**src/rtl/rr_grant_arbiter8_if.sv**
```systemverilog
// Request/grant bundle between eight requesting units and the round-robin
// arbiter that owns the shared 8-way resource.
//
//   req        8  requester i holds req[i]=1 while it wants or owns the resource
//   gnt        8  registered one-hot grant, zero when nobody owns the resource
//   gnt_idx    3  binary index of the current (or most recent) owner
//   gnt_valid  1  high while a grant is held
//   preempt    1  one-cycle pulse after an owner is forced off by the hold timeout
//
// master: the requester side (drives req, observes the grant)
// slave : the arbiter side (observes req, drives the grant)
interface rr_grant_arbiter8_if;
    logic [7:0] req;
    logic [7:0] gnt;
    logic [2:0] gnt_idx;
    logic       gnt_valid;
    logic       preempt;

    modport master (
        output req,
        input  gnt,
        input  gnt_idx,
        input  gnt_valid,
        input  preempt
    );

    modport slave (
        input  req,
        output gnt,
        output gnt_idx,
        output gnt_valid,
        output preempt
    );
endinterface

```
**src/rtl/rr_grant_arbiter8.sv**
```systemverilog
// Round-robin arbiter sharing one 8-way resource among eight requesters.
// The grant is registered and held until its owner drops req or, when
// MAX_HOLD is non-zero, until the owner has held it for MAX_HOLD cycles.
// Every ownership change passes through one IDLE cycle with gnt=0.
//
// Parameters:
//   MAX_HOLD  max consecutive cycles one owner may hold the grant (0 = no limit)
//   HOLD_W    hold counter width, 2**HOLD_W must exceed MAX_HOLD
//
// Ports:
//   clk  rising-edge clock
//   rst  synchronous active-high reset
//   arb  request/grant bundle (slave side): req in; gnt, gnt_idx,
//        gnt_valid, preempt out, all registered
module rr_grant_arbiter8 #(
    parameter int MAX_HOLD = 16,
    parameter int HOLD_W   = 5
) (
    input  logic                 clk,
    input  logic                 rst,
    rr_grant_arbiter8_if.slave   arb
);

    localparam logic [0:0] IDLE = 1'b0;
    localparam logic [0:0] BUSY = 1'b1;

    localparam bit                TIMEOUT_EN = (MAX_HOLD != 0);
    localparam logic [HOLD_W-1:0] HOLD_LAST  = (MAX_HOLD == 0) ? '0 : HOLD_W'(MAX_HOLD - 1);

    logic [0:0]        state;
    logic [2:0]        last_idx;
    logic [HOLD_W-1:0] hold_cnt;

    logic [7:0]        gnt_r;
    logic [2:0]        idx_r;
    logic              vld_r;
    logic              pre_r;

    logic [2:0]        sel;
    logic              sel_found;
    logic [2:0]        cand;

    logic              owner_req;
    logic              release_now;

    // Scan last_idx+1, last_idx+2, ... modulo 8; the 3-bit add wraps for free,
    // and offset 8 lands back on last_idx so it is considered last.
    always_comb begin
        sel       = '0;
        sel_found = 1'b0;
        cand      = '0;
        for (int k = 1; k <= 8; k++) begin
            cand = last_idx + 3'(k);
            if (!sel_found && arb.req[cand]) begin
                sel       = cand;
                sel_found = 1'b1;
            end
        end
    end

    assign owner_req   = arb.req[idx_r];
    assign release_now = !owner_req || (TIMEOUT_EN && (hold_cnt == HOLD_LAST));

    always_ff @(posedge clk) begin
        if (rst) begin
            state    <= IDLE;
            gnt_r    <= '0;
            idx_r    <= '0;
            vld_r    <= 1'b0;
            pre_r    <= 1'b0;
            hold_cnt <= '0;
            last_idx <= 3'd7;
        end else begin
            pre_r <= 1'b0;
            case (state)
                IDLE: begin
                    if (sel_found) begin
                        gnt_r    <= 8'b1 << sel;
                        idx_r    <= sel;
                        vld_r    <= 1'b1;
                        hold_cnt <= '0;
                        state    <= BUSY;
                    end
                end
                BUSY: begin
                    if (hold_cnt != '1) begin
                        hold_cnt <= hold_cnt + 1'b1;
                    end
                    if (release_now) begin
                        // Releasing owner becomes lowest priority next round.
                        // preempt only when the owner still wanted the grant.
                        gnt_r    <= '0;
                        vld_r    <= 1'b0;
                        last_idx <= idx_r;
                        pre_r    <= owner_req;
                        state    <= IDLE;
                    end
                end
                default: state <= IDLE;
            endcase
        end
    end

    assign arb.gnt       = gnt_r;
    assign arb.gnt_idx   = idx_r;
    assign arb.gnt_valid = vld_r;
    assign arb.preempt   = pre_r;

endmodule

```
**src/flat_wrapper.sv**
```systemverilog
// flat-port wrapper written by rule: the top's interface ports become plain ports
module rr_grant_arbiter8_flat 
#(
    parameter int MAX_HOLD = 16,
    parameter int HOLD_W   = 5
)
  (clk, rst, arb_req, arb_gnt, arb_gnt_idx, arb_gnt_valid, arb_preempt);
  rr_grant_arbiter8_if arb_i ();
  input  logic clk;
  input  logic rst;
  input wire logic [$bits(arb_i.req)-1:0] arb_req;
  output wire logic [$bits(arb_i.gnt)-1:0] arb_gnt;
  output wire logic [$bits(arb_i.gnt_idx)-1:0] arb_gnt_idx;
  output wire logic [$bits(arb_i.gnt_valid)-1:0] arb_gnt_valid;
  output wire logic [$bits(arb_i.preempt)-1:0] arb_preempt;
  assign arb_i.req = arb_req;
  assign arb_gnt = arb_i.gnt;
  assign arb_gnt_idx = arb_i.gnt_idx;
  assign arb_gnt_valid = arb_i.gnt_valid;
  assign arb_preempt = arb_i.preempt;
  rr_grant_arbiter8 #(.MAX_HOLD(MAX_HOLD), .HOLD_W(HOLD_W)) u_core (.clk(clk), .rst(rst), .arb(arb_i));
endmodule
```
**config.mk**
```make
export PLATFORM = sky130hd
export DESIGN_NAME = rr_grant_arbiter8_flat
export DESIGN_NICKNAME = d
export VERILOG_FILES = /design/src/rtl/rr_grant_arbiter8_if.sv /design/src/rtl/rr_grant_arbiter8.sv /design/src/flat_wrapper.sv
export SDC_FILE = /design/constraint.sdc
export NUM_CORES = 1
export LEC_CHECK = 0
export CAP_MARGIN = 20
export CORE_ASPECT_RATIO = 0.75
export CORE_MARGIN = 2
export CORE_UTILIZATION = 51
export DETAILED_ROUTE_END_ITERATION = 8
export GPL_TIMING_DRIVEN = 0
export PLACE_DENSITY = 0.82
export SLEW_MARGIN = 0
export SYNTH_ARGS = -nofsm -noshare
export SYNTH_HDL_FRONTEND = slang
export SYNTH_SLANG_ARGS = --single-unit
export TNS_END_PERCENT = 1
```
**constraint.sdc**
```tcl
create_clock -name clk -period 3 [get_ports clk]
set_input_delay 0.3 -clock clk [delete_from_list [all_inputs] [get_ports clk]]
set_output_delay 0.3 -clock clk [all_outputs]
set_load 0.01 [all_outputs]
```
# --- Yosys cells after proc, flatten, opt, wreduce, memory -nomap -nowiden ---
# Index checks and enable logic that the tools add are counted.
totals:
  regBits: 22
  inputBits: 10
classes:
  n_addsub: 8
  magnitude_cmp: 9
  eq_ne: 5
  shifts: 1
  n_mux: 46
  bitwise: 2
  n_reduce_logical: 21
ops:
  columns: ["operator", "n"]
  rows:
  - ["3-bit by 4-bit < comparator with 1-bit output, second input constant", 9]
  - ["1-bit binary-select mux with 3-bit select", 9]
  - ["3-bit two-way mux", 8]
  - ["1-bit two-way mux", 21]
  - ["8-bit two-way mux", 2]
  - ["8-bit case mux with 2 select lines", 1]
  - ["3-bit adder, second input constant", 4]
  - ["5-bit two-way mux", 2]
  - ["5-bit case mux with 2 select lines", 1]
  - ["1-bit zero test", 8]
  - ["2-bit AND reduction", 4]
  - ["1-bit by 3-bit left shift with 8-bit output, first input constant", 1]
  - ["1-bit logical AND", 7]
  - ["3-bit by 2-bit adder with 3-bit output, second input constant", 2]
  - ["5-bit by 1-bit adder with 5-bit output, second input constant", 1]
  - ["5-bit by 4-bit equality test with 1-bit output, second input constant", 1]
  - ["5-bit inequality test, second input constant", 1]
  - ["2-bit inequality test, second input constant", 2]
  - ["1-bit case mux with 2 select lines", 2]
  - ["3-bit by 1-bit adder with 3-bit output, second input constant", 1]
  - ["3-bit OR reduction", 1]
  - ["2-bit by 1-bit inequality test with 1-bit output, second input constant", 1]
  - ["1-bit NOT", 2]
  - ["1-bit logical OR", 1]

# --- Longest topological paths before layout ---
# Gate-level depths: netlist of the first run.
depth:
  ltp_word: 28
  ltp_mapped: 14

# --- Worst setup path after synthesis of the first run ---
# OpenSTA, ideal clock, no wires.
synth_path:
  path_kind: "register -> register"
  start: "register u_core.last_idx[0]"
  end: "register u_core.gnt_r[4] (netlist: u_core.arb.gnt[4])"
  setup_time_ns: 0.087
  arrival_time_ns: 3.199
  required_time_ns: 2.913
  path_slack_ns: -0.286
  stages_incl_launch_ff: 12
  path_cell_list: "dfxtp_1 buf_6 inv_1 clkbuf_1 ha_1 xor2_2 mux2_4 a221oi_4 nor3_1 o41a_1 or3_4 o31ai_1"
synth_between:
  elab_chain_cells: 28
synth_rtl:
  columns: ["element", "line", "text"]
  rows:
  - ["start, declared", "rr_grant_arbiter8.sv:31", "logic [2:0] last_idx;"]
  - ["start signal, assigned", "rr_grant_arbiter8.sv:94", "last_idx <= idx_r;"]
  - ["3-bit by 1-bit adder with 3-bit output", "rr_grant_arbiter8.sv:53", "cand = last_idx + 3'(k);"]
  - ["1-bit binary-select mux with 3-bit select", "rr_grant_arbiter8.sv:54", "if (!sel_found && arb.req[cand]) begin"]
  - ["1-bit two-way mux (not written as such)", "rr_grant_arbiter8.sv:54", null]
  - ["1-bit two-way mux", "rr_grant_arbiter8.sv:54", null]
  - ["1-bit zero test", "rr_grant_arbiter8.sv:54", null]
  - ["1-bit logical AND", "rr_grant_arbiter8.sv:54", null]
  - ["1-bit two-way mux", "rr_grant_arbiter8.sv:54", null]
  - ["1-bit zero test", "rr_grant_arbiter8.sv:54", null]
  - ["[... 12 more ...]", null, null]
  - ["1-bit logical AND", "rr_grant_arbiter8.sv:54", null]
  - ["1-bit two-way mux", "rr_grant_arbiter8.sv:54", null]
  - ["1-bit zero test", "rr_grant_arbiter8.sv:54", null]
  - ["1-bit logical AND", "rr_grant_arbiter8.sv:54", null]
  - ["3-bit two-way mux", "rr_grant_arbiter8.sv:54", null]
  - ["1-bit by 3-bit left shift with 8-bit output", "rr_grant_arbiter8.sv:78", "gnt_r <= 8'b1 << sel;"]
  - ["8-bit two-way mux", "rr_grant_arbiter8.sv:77", "if (sel_found) begin"]
  - ["8-bit case mux with 2 select lines", "rr_grant_arbiter8.sv:75", "case (state)"]
  - ["end signal, assigned", "rr_grant_arbiter8.sv:78", null]
  - ["end, declared", "rr_grant_arbiter8.sv:34", "logic [7:0] gnt_r;"]
# Several ways; a longest one is shown, not always the timed one. The select of a mux whose other input is x is not followed.
# A chain may end at the register's enable or synchronous reset.

# --- Final worst setup path of the first run ---
layout_path:
  start: "register u_core.last_idx[0]"
  end: "register u_core.gnt_r[0] (netlist: u_core.arb.gnt[0])"
# The elaborated chain is that of the path after synthesis.

==> flow_summary.yaml, run 1 <==
floorplan:
  start_util_pct: 53.5
  row_count: 19
  coreArea_mm2: 0.00368
  dieArea_mm2: 0.00439
  die_h_um: 57.9
  die_x_um: 75.8
  num_io_pins: 23
worst_setup_path:
  crit_path_max_incr_delay_ns: 0.51
  critical_path_class: "reg2reg"
  crit_top_cell: "o41a_1"
  worst_ep_required_time_ns: 3.19
  cpMaxStageDelayCell: "mux4_2"
  arrival_ns: 3.35
  cp_max_fo: 10
  critPathBufInv: 5
  critPathLaunchType: "flip-flop"
  path_cells: "buf_6, inv_1, clkbuf_8, ha_4, buf_8, buf_12, mux2i_2, or2_1, mux4_2, o41a_1, o41a_1, or3_4, o31ai_1"
  end_kind: "flip-flop"
  crit_family: "multiplexers"
clock_network:
  cts_buffer_depth: 2
  h-tree-depth: 1
  numCtsBuffers: 3
  numClockSinks: 22
  clkLatencyLatePin_ns: 0.27
  cts_root_buffer: "clkbuf_8"
  clk_pin_slew_ns: 0.09
  postCtsHoldBufs: 0
  cts_tree: "yes"
drt:
  drc_errors: 0
  drt_iter0_drc: 217
  wl_per_cell_um: 18.5
  viasPerCell: 6.50
  wl_um: 5440
  dr.pass1.iters: 5
  num_vias: 1910
  ant_nets: 0
timing:
  skew_ns: 0.00946
  finalCritPeriodShare_pct: 105
  rsz0062_at_grt: "true"
  setup_ws_ns: -0.157
  fin_hold_ws_ns: 0.424
  fin_tns_setup_ns: -0.830
  slew_headroom_pct: 52.2
  worst_pin_slew_ns: 0.697
  period_minus_slack_ns: 3.16
  clock.fmax_mhz: 317
  hold_viol_final: 0
  drv_slew: 0
  setup_viol_count_final: 9
logic_synthesis:
  syn_area_mm2: 0.00197
  synth_nets: 224
  synth_seq_area_share_pct: 22.3
  synth_cells: 209
  synth.avg_cell_area_um2: 9.44
  ys_types: 50
  synth-edff-count: 0
  yosysWarnings: 0
  synth_ff_type: "dfxtp_1"
  synth_seq_cells: 22
  ys_async_sr_fraction_pct: 0
layout:
  layout-drive-gt1-share_pct: 23.6
  fillers: 299
  fin_area_mm2: 0.00246
  antenna_cells: 0
  fin_cells: 294
  layout.cells.most_common_list: "20 x clkdlybuf4s50_1, 20 x dfxtp_1, 19 x nand2_1, 15 x mux2i_1, 14 x mux4_2"
  area_growth_pct: 24.6
  fin_nets: 258
global_routing:
  overflow: 0
  gr-usage-all-layers_pct: 26.6
  grt_pass1_wl_um: 8800
  antenna_found_initial: 0
  first_global_vias: 1782
  grt_max_degree: 14
placed_design:
  dp_hpwl_um: 3770
  place_worst_setup_slack_ns: -0.286
  dp.cells: 282
  port_buffers: 21
  place_area_mm2: 0.00229
  gp_congestion: 0.996
power_and_ir_drop:
  peakVddDrop_v: 0.000634
  leakage_nw: 0.940
  power_density_mw_per_mm2: 1070
min_path:
  min_path_type: "in2reg"
status:
  violations: "setup timing"
  status: "finished, violations left"
run:
  drv_cap: 0
-- registers in the layout, indices dropped and copies added (netlist names) --
signal and cells:
u_core.arb.gnt 8, u_core.arb.gnt_idx 3, u_core.arb.preempt 1, u_core.hold_cnt 5, u_core.last_idx 3, u_core.arb.gnt_valid 1, u_core.state 1
-- repair_timing --
item,4_1_cts,5_1_grt
endpoints found under the setup margin,11,11
gates resized for setup,6,8
pin swaps,1,6
setup buffers,5,3
endpoints found under the hold margin,0,0
-- per-layer routing --
layer | share of wire (%) | track usage [%]
met1 | 43 | 38.9
met2 | 44 | 38.5
met3 | 12 | 9.22
met4 | 1.0 | 5.26
met5 | 0 | 0
-- cell type report --
class	instances	area, um2	share of cell area, %
Inverter	13	52.6	2.14
Multi-Input combinational cell	164	1450	58.8
Clock buffer	3	41.3	1.68
Sequential cell	22	445	18.1
Timing Repair Buffer	29	273	11.1
Clock inverter	1	30.0	1.22
Buffer	10	106	4.33
Tap cell	52	65.1	2.65
-- cell usage after synthesis, types with 4 or more instances --
| cell | n | area share, % |
|---|---|---|
| o21ai_0 | 14 | 3.6 |
| mux4_2 | 14 | 16 |
| ha_1 | 5 | 3.2 |
| mux2_2 | 5 | 2.9 |
| clkbuf_1 | 4 | 0.76 |
| o31ai_1 | 9 | 3.4 |
| dfxtp_1 | 22 | 22 |
| nand2_1 | 19 | 3.6 |
| and2_1 | 6 | 1.9 |
| mux2i_1 | 16 | 8.1 |
| a21oi_1 | 13 | 3.3 |
| inv_1 | 13 | 2.5 |
| nand3_1 | 10 | 2.5 |
-- power by group --
group / switching, mW / total, mW / internal (mW) / leakage, nW
Combinational: 1.01 / 1.92 / 0.912 / 0.725
Sequential: 0.0738 / 0.446 / 0.372 / 0.179
Clock: 0.0975 / 0.276 / 0.178 / 0.0357
-- cell families (layout without fill, tap and decap cells) --
kind of cell,count (synthesis),after routing,synth area share [%]
AND/OR/NAND/NOR,58,58,16.2
XOR/XNOR,4,4,2.16
AO/OA/AOI/OAI,60,60,21.3
adder cells (fa/ha/maj),5,5,3.17
flip-flops,22,22,22.3
buffers and inverters,23,56,6.47
multiplexers,37,37,28.4
-- through the flow --
stage	total power, mW	util [%]
after floorplan	1.78	-
after global placement	2.16	62.1
after detailed placement	2.20	62.1
after CTS	2.54	65.6
after global routing	2.81	66.7
final	2.64	66.7
-- final timing paths --
path,start,endpoint,slack (ns),depth (start not counted)
worst max-delay path,u_core.last_idx[0],u_core.arb.gnt[0],-0.16,13
worst min-delay path,rst,u_core.hold_cnt[4],0.42,2
worst max register to register,u_core.last_idx[0],u_core.arb.gnt[0],-0.16,13
worst min register to register,u_core.arb.gnt[5],u_core.arb.gnt[5],0.47,2
(Power assumes the default switching activity.)
==> inputs of run 2 (changes only) <==
--- a/config.mk
+++ b/config.mk
@@ -6,12 +6,14 @@
 export NUM_CORES = 1
 export LEC_CHECK = 0
 export CAP_MARGIN = 20
+export CELL_PAD_IN_SITES_DETAIL_PLACEMENT = 0
+export CELL_PAD_IN_SITES_GLOBAL_PLACEMENT = 1
 export CORE_ASPECT_RATIO = 0.75
 export CORE_MARGIN = 2
-export CORE_UTILIZATION = 51
+export CORE_UTILIZATION = 39
 export DETAILED_ROUTE_END_ITERATION = 8
 export GPL_TIMING_DRIVEN = 0
-export PLACE_DENSITY = 0.82
+export PLACE_DENSITY = 0.81
 export SLEW_MARGIN = 0
 export SYNTH_ARGS = -nofsm -noshare
 export SYNTH_HDL_FRONTEND = slang
==> run 2 against run 1 <==
  * The flow still finishes with violations (setup timing)
  * Sequential share of layout area is 0.15 points lower
  * Count of clock-buffer cells in the layout stayed put
  * Via count is 5.0% lower
  * Critical path depth is 2 lower
  * Register-to-register slack better by 0.05 ns
  * Critical path type unchanged
  * Highest routed layer unchanged
==> flow_summary.yaml, run 2 (synthesis gave the netlist of run 1 again) <==
status:
  status: "finished, violations left"
  violations: "setup timing"
power_and_ir_drop:
  leakage_nw: 0.928
  peakVddDrop_v: 0.000345
  power_density_mw_per_mm2: 1060
  p_sw_share_pct: 44.0
  pwr-share-seq_pct: 17.2
  clockPowerShare_pct: 10.4
  p_total_mw: 2.63
  switching_power_mw: 1.16
  p_int_mw: 1.47
  pwr-share-comb_pct: 72.3
floorplan:
  coreArea_mm2: 0.00487
  die_x_um: 86.1
  row_count: 22
  start_util_pct: 40.5
  num_io_pins: 23
  dieArea_mm2: 0.00565
  die_h_um: 65.6
global_routing:
  first_global_vias: 1674
  grt_max_degree: 14
  gr-usage-all-layers_pct: 19.3
  use_met3_pct: 3.02
  grt_pass1_wl_um: 8560
  top_usage_layer: "met1"
  overflow: 0
  met1_usage_pct: 31.2
  antenna_found_initial: 0
  use_met2_pct: 26.7
placed_design:
  gp_congestion: 0.856
  port_buffers: 21
  place_area_mm2: 0.00230
  dp_hpwl_um: 3800
clock_network:
  numClockSinks: 22
  clk_pin_slew_ns: 0.08
  cts_buffer_depth: 2
  cts_root_buffer: "clkbuf_8"
  clkLatencyLatePin_ns: 0.26
  cts_tree: "yes"
  h-tree-depth: 1
  postCtsHoldBufs: 0
  numCtsBuffers: 3
timing:
  setup_viol_count_final: 5
  rsz0062_at_grt: "true"
  setup_ws_ns: -0.103
  slew_headroom_pct: 59.3
  fin_tns_setup_ns: -0.446
  worst_pin_slew_ns: 0.593
  finalCritPeriodShare_pct: 103
  fin_hold_ws_ns: 0.427
  period_minus_slack_ns: 3.10
  hold_viol_final: 0
  drv_slew: 0
  skew_ns: 0.00163
  clock.fmax_mhz: 322
min_path:
  min_path_type: "in2reg"
  whs_path_depth: 2
  min_to: "u_core.hold_cnt[1]"
  hp-start: "rst"
drt:
  wl_per_cell_um: 17.1
  ant_nets: 0
  viasPerCell: 6.05
  drc_errors: 0
  dr.pass1.iters: 4
  drt_iter0_drc: 175
  num_vias: 1815
  wl_um: 5120
layout:
  fin_nets: 256
  layout_commonest_cell: "clkdlybuf4s50_1"
  fin_area_mm2: 0.00248
  fillers: 442
  layout-drive-gt1-share_pct: 24.6
  final_util_pct: 50.9
  layout.cells.most_common_list: "21 x clkdlybuf4s50_1, 20 x dfxtp_1, 19 x nand2_1, 14 x mux4_2"
  antenna_cells: 0
  area_growth_pct: 25.6
  largest_reg_flops: 8
worst_setup_path:
  critical_path_class: "reg2reg"
  critPathLaunchType: "flip-flop"
  worst-r2r-setup-slack_ns: -0.10
  arrival_ns: 3.29
  end_kind: "flip-flop"
  reg2reg_to: "u_core.arb.gnt[1]"
  r2r_start: "u_core.last_idx[0]"
  worst_ep_required_time_ns: 3.18
  ff2ff_path_depth: 11
  cp_max_fo: 6
run:
  drv_cap: 0
## run 2: what timing repair did
item | in CTS | in global routing
gates resized for setup | 9 | 12
pin swaps | 4 | 3
setup buffers | 7 | 0
endpoints found under the setup margin | 11 | 11
## run 2: per-layer routing
| layer | vias up | routed length [um] |
|---|---|---|
| li1 | 871 | - |
| met1 | 867 | 2500 |
| met2 | 75 | 2160 |
| met3 | 2 | 454 |
| met4 | 0 | 8 |
| met5 | - | 0 |
## run 2: through the flow
stage,setup WS [ns],cells
CTS,-0.221,300
floorplan,0.0140,209
global placement,-0.259,290
finish,-0.103,300
detailed placement,-0.295,290
global route,-0.222,300
## run 2: final cells by class
type	count	area [um2]	area share [%]
flip-flops and latches	22	445	18.0
well taps	60	75.1	3.03
repair buffers	28	263	10.6
clock buffers	3	41.3	1.67
multi-input cells	164	1480	59.7
inverters	13	55.1	2.22
plain buffers	9	90.1	3.63
clock inverters	1	30.0	1.21
## run 2: worst max-delay path by stage
| stage | startpoint | end |
|---|---|---|
| after floorplan | u_core.last_idx[0] | u_core.arb.gnt[5] |
| after global placement | u_core.last_idx[1] | u_core.arb.gnt[2] |
| after detailed placement | u_core.last_idx[0] | u_core.arb.gnt[2] |
| after CTS | u_core.last_idx[0] | u_core.arb.gnt[5] |
| after global routing | u_core.last_idx[0] | u_core.arb.gnt[4] |
| final | u_core.last_idx[0] | u_core.arb.gnt[1] |
## run 2: critical path, stage by stage (launching register included)
cell and delay (ns):
dfxtp_2 0.34, buf_6 0.11, inv_4 0.03, buf_8 0.11, ha_4 0.32, mux2_4 0.31, or2_1 0.23, mux4_2 0.52
o41a_1 0.32, o41a_1 0.14, or3_4 0.39, o31ai_1 0.19
## run 2: power groups by stage
| stage | Clock, mW | Combinational, mW | Sequential [mW] |
|---|---|---|---|
| floorplan | 0 | 1.32 | 0.464 |
| global placement | 0 | 1.74 | 0.459 |
| detailed placement | 0 | 1.73 | 0.459 |
| CTS | 0.281 | 1.82 | 0.448 |
| global route | 0.295 | 2.07 | 0.465 |
| finish | 0.275 | 1.90 | 0.453 |
==> inputs of run 3 (changes only) <==
--- a/config.mk
+++ b/config.mk
@@ -14,6 +14,7 @@
 export DETAILED_ROUTE_END_ITERATION = 8
 export GPL_TIMING_DRIVEN = 0
 export PLACE_DENSITY = 0.81
+export SKIP_LAST_GASP = 1
 export SLEW_MARGIN = 0
 export SYNTH_ARGS = -nofsm -noshare
 export SYNTH_HDL_FRONTEND = slang
==> run 3 against run 2 <==
  * The flow still finishes with violations (setup timing)
  * Worst setup slack worse by 0.052 ns
  * First-iteration DRC count up 6.9%
  * Via count up 0.55%
  * Die area unchanged
  * Sequential power about the same
  * Sequential share of layout area about the same
  * Fmax down 1.7%
  * Register-to-register slack worse by 0.05 ns
  * Worst hold slack better by 0.00094 ns
  * Routed wire length up 1.4%
  * Clock skew up 0.0013 ns
  * Non-clock buffer count up 2
  * Largest cell class unchanged
==> flow_summary.yaml, run 3 (synthesis gave the netlist of run 1 again) <==
drt:
  wl_per_cell_um: 17.2
  dr.pass1.iters: 5
  wl_um: 5200
  drc_errors: 0
  viasPerCell: 6.04
  ant_nets: 0
  drt_iter0_drc: 187
  num_vias: 1825
power_and_ir_drop:
  pwr-share-comb_pct: 72.1
  p_total_mw: 2.61
  leakage_nw: 0.930
  power_density_mw_per_mm2: 1050
  switching_power_mw: 1.15
  peakVddDrop_v: 0.000339
  pwr-share-seq_pct: 17.3
  p_int_mw: 1.46
  clockPowerShare_pct: 10.5
  p_sw_share_pct: 44.2
timing:
  period_minus_slack_ns: 3.16
  slew_headroom_pct: 54.2
  skew_ns: 0.00291
  clock.fmax_mhz: 317
  rsz0062_at_grt: "true"
  fin_tns_setup_ns: -1.01
  hold_viol_final: 0
  drv_slew: 0
  worst_pin_slew_ns: 0.682
  setup_viol_count_final: 10
  finalCritPeriodShare_pct: 105
  setup_ws_ns: -0.156
worst_setup_path:
  path_cells: "buf_6, inv_1, clkbuf_8, ha_4, mux2_4, or2_0, mux4_2, o41a_1, o41a_1, or3_4, o31ai_1"
  end_kind: "flip-flop"
  worst_ep_required_time_ns: 3.18
  critPathBufInv: 3
  critical_path_class: "reg2reg"
  crit_path_max_incr_delay_ns: 0.53
  worst-r2r-setup-slack_ns: -0.16
  crit_top_cell: "o41a_1"
  critPathLaunchType: "flip-flop"
  arrival_ns: 3.34
  cp_max_fo: 6
  cpMaxStageDelayCell: "mux4_2"
  crit_family: "multiplexers"
floorplan:
  num_io_pins: 23
  die_h_um: 65.6
  row_count: 22
  coreArea_mm2: 0.00487
  dieArea_mm2: 0.00565
  die_x_um: 86.1
  start_util_pct: 40.5
placed_design:
  port_buffers: 21
  gp_congestion: 0.856
  dp.cells: 290
  dp_hpwl_um: 3800
layout:
  area_growth_pct: 25.4
  largest_reg_flops: 8
  layout_commonest_cell: "clkdlybuf4s50_1"
  final_util_pct: 50.8
  antenna_cells: 0
  layout.cells.most_common_list: "21 x clkdlybuf4s50_1, 20 x dfxtp_1, 19 x nand2_1, 15 x mux2i_1, 14 x mux4_2"
  fin_nets: 258
  layout-drive-gt1-share_pct: 23.1
  fin_cells: 302
clock_network:
  clkLatencyLatePin_ns: 0.26
  numClockSinks: 22
  h-tree-depth: 1
  postCtsHoldBufs: 0
  cts_root_buffer: "clkbuf_8"
  cts_buffer_depth: 2
  cts_tree: "yes"
  clk_pin_slew_ns: 0.08
  numCtsBuffers: 3
min_path:
  min_path_type: "in2reg"
global_routing:
  grt_max_degree: 14
  gr-usage-all-layers_pct: 19.3
  grt_pass1_wl_um: 8560
  antenna_found_initial: 0
  overflow: 0
  first_global_vias: 1677
run:
  drv_cap: 0
status:
  violations: "setup timing"
  status: "finished, violations left"
-- run 3: final timing paths --
path | end | cells after the start | start
worst max-delay path | u_core.arb.gnt[1] | 11 | u_core.last_idx[0]
worst min-delay path | u_core.hold_cnt[1] | 2 | rst
worst max register to register | u_core.arb.gnt[1] | 11 | u_core.last_idx[0]
worst min register to register | u_core.arb.gnt_valid | 1 | u_core.arb.gnt_valid
-- run 3: layer usage --
| metal | share of wire (%) | vias to the layer above | track usage, % |
|---|---|---|---|
| met1 | 51 | 884 | 31.2 |
| li1 | - | 874 | - |
| met2 | 42 | 65 | 26.7 |
| met5 | 0 | - | 0 |
| met4 | 0.15 | 0 | 3.17 |
| met3 | 6.4 | 2 | 3.02 |
-- run 3: power by group through the flow --
| stage | clock (mW) | sequential, mW | combinational (mW) |
|---|---|---|---|
| after floorplan | 0 | 0.464 | 1.32 |
| after global placement | 0 | 0.459 | 1.74 |
| after detailed placement | 0 | 0.459 | 1.73 |
| after CTS | 0.281 | 0.448 | 1.82 |
| after global routing | 0.295 | 0.464 | 2.04 |
| final | 0.274 | 0.452 | 1.88 |
-- run 3: stage by stage --
| step | cell area [um2] | hold slack [ns] | worst slack, ns |
|---|---|---|---|
| after floorplan | 2010 | 0.463 | 0.0140 |
| after global placement | 2300 | 0.457 | -0.259 |
| after detailed placement | 2300 | 0.453 | -0.295 |
| after CTS | 2430 | 0.422 | -0.238 |
| after global routing | 2470 | 0.476 | -0.265 |
| final | 2470 | 0.428 | -0.156 |
-- run 3: what timing repair did --
action,in CTS,in global routing
setup endpoints to repair,11,11
gates resized for setup,6,4
gates cloned,0,0
setup buffers,7,2
pin swaps,4,5
-- run 3: cell type report --
cell class / count / area, um2
clock buffer: 3 / 41.3
timing repair buffer: 30 / 278
buffer: 9 / 87.6
multi-input combinational: 164 / 1460
tap: 60 / 75.1
sequential: 22 / 445
fill: 448 / 2400
clock inverter: 1 / 30.0
inverter: 13 / 52.6
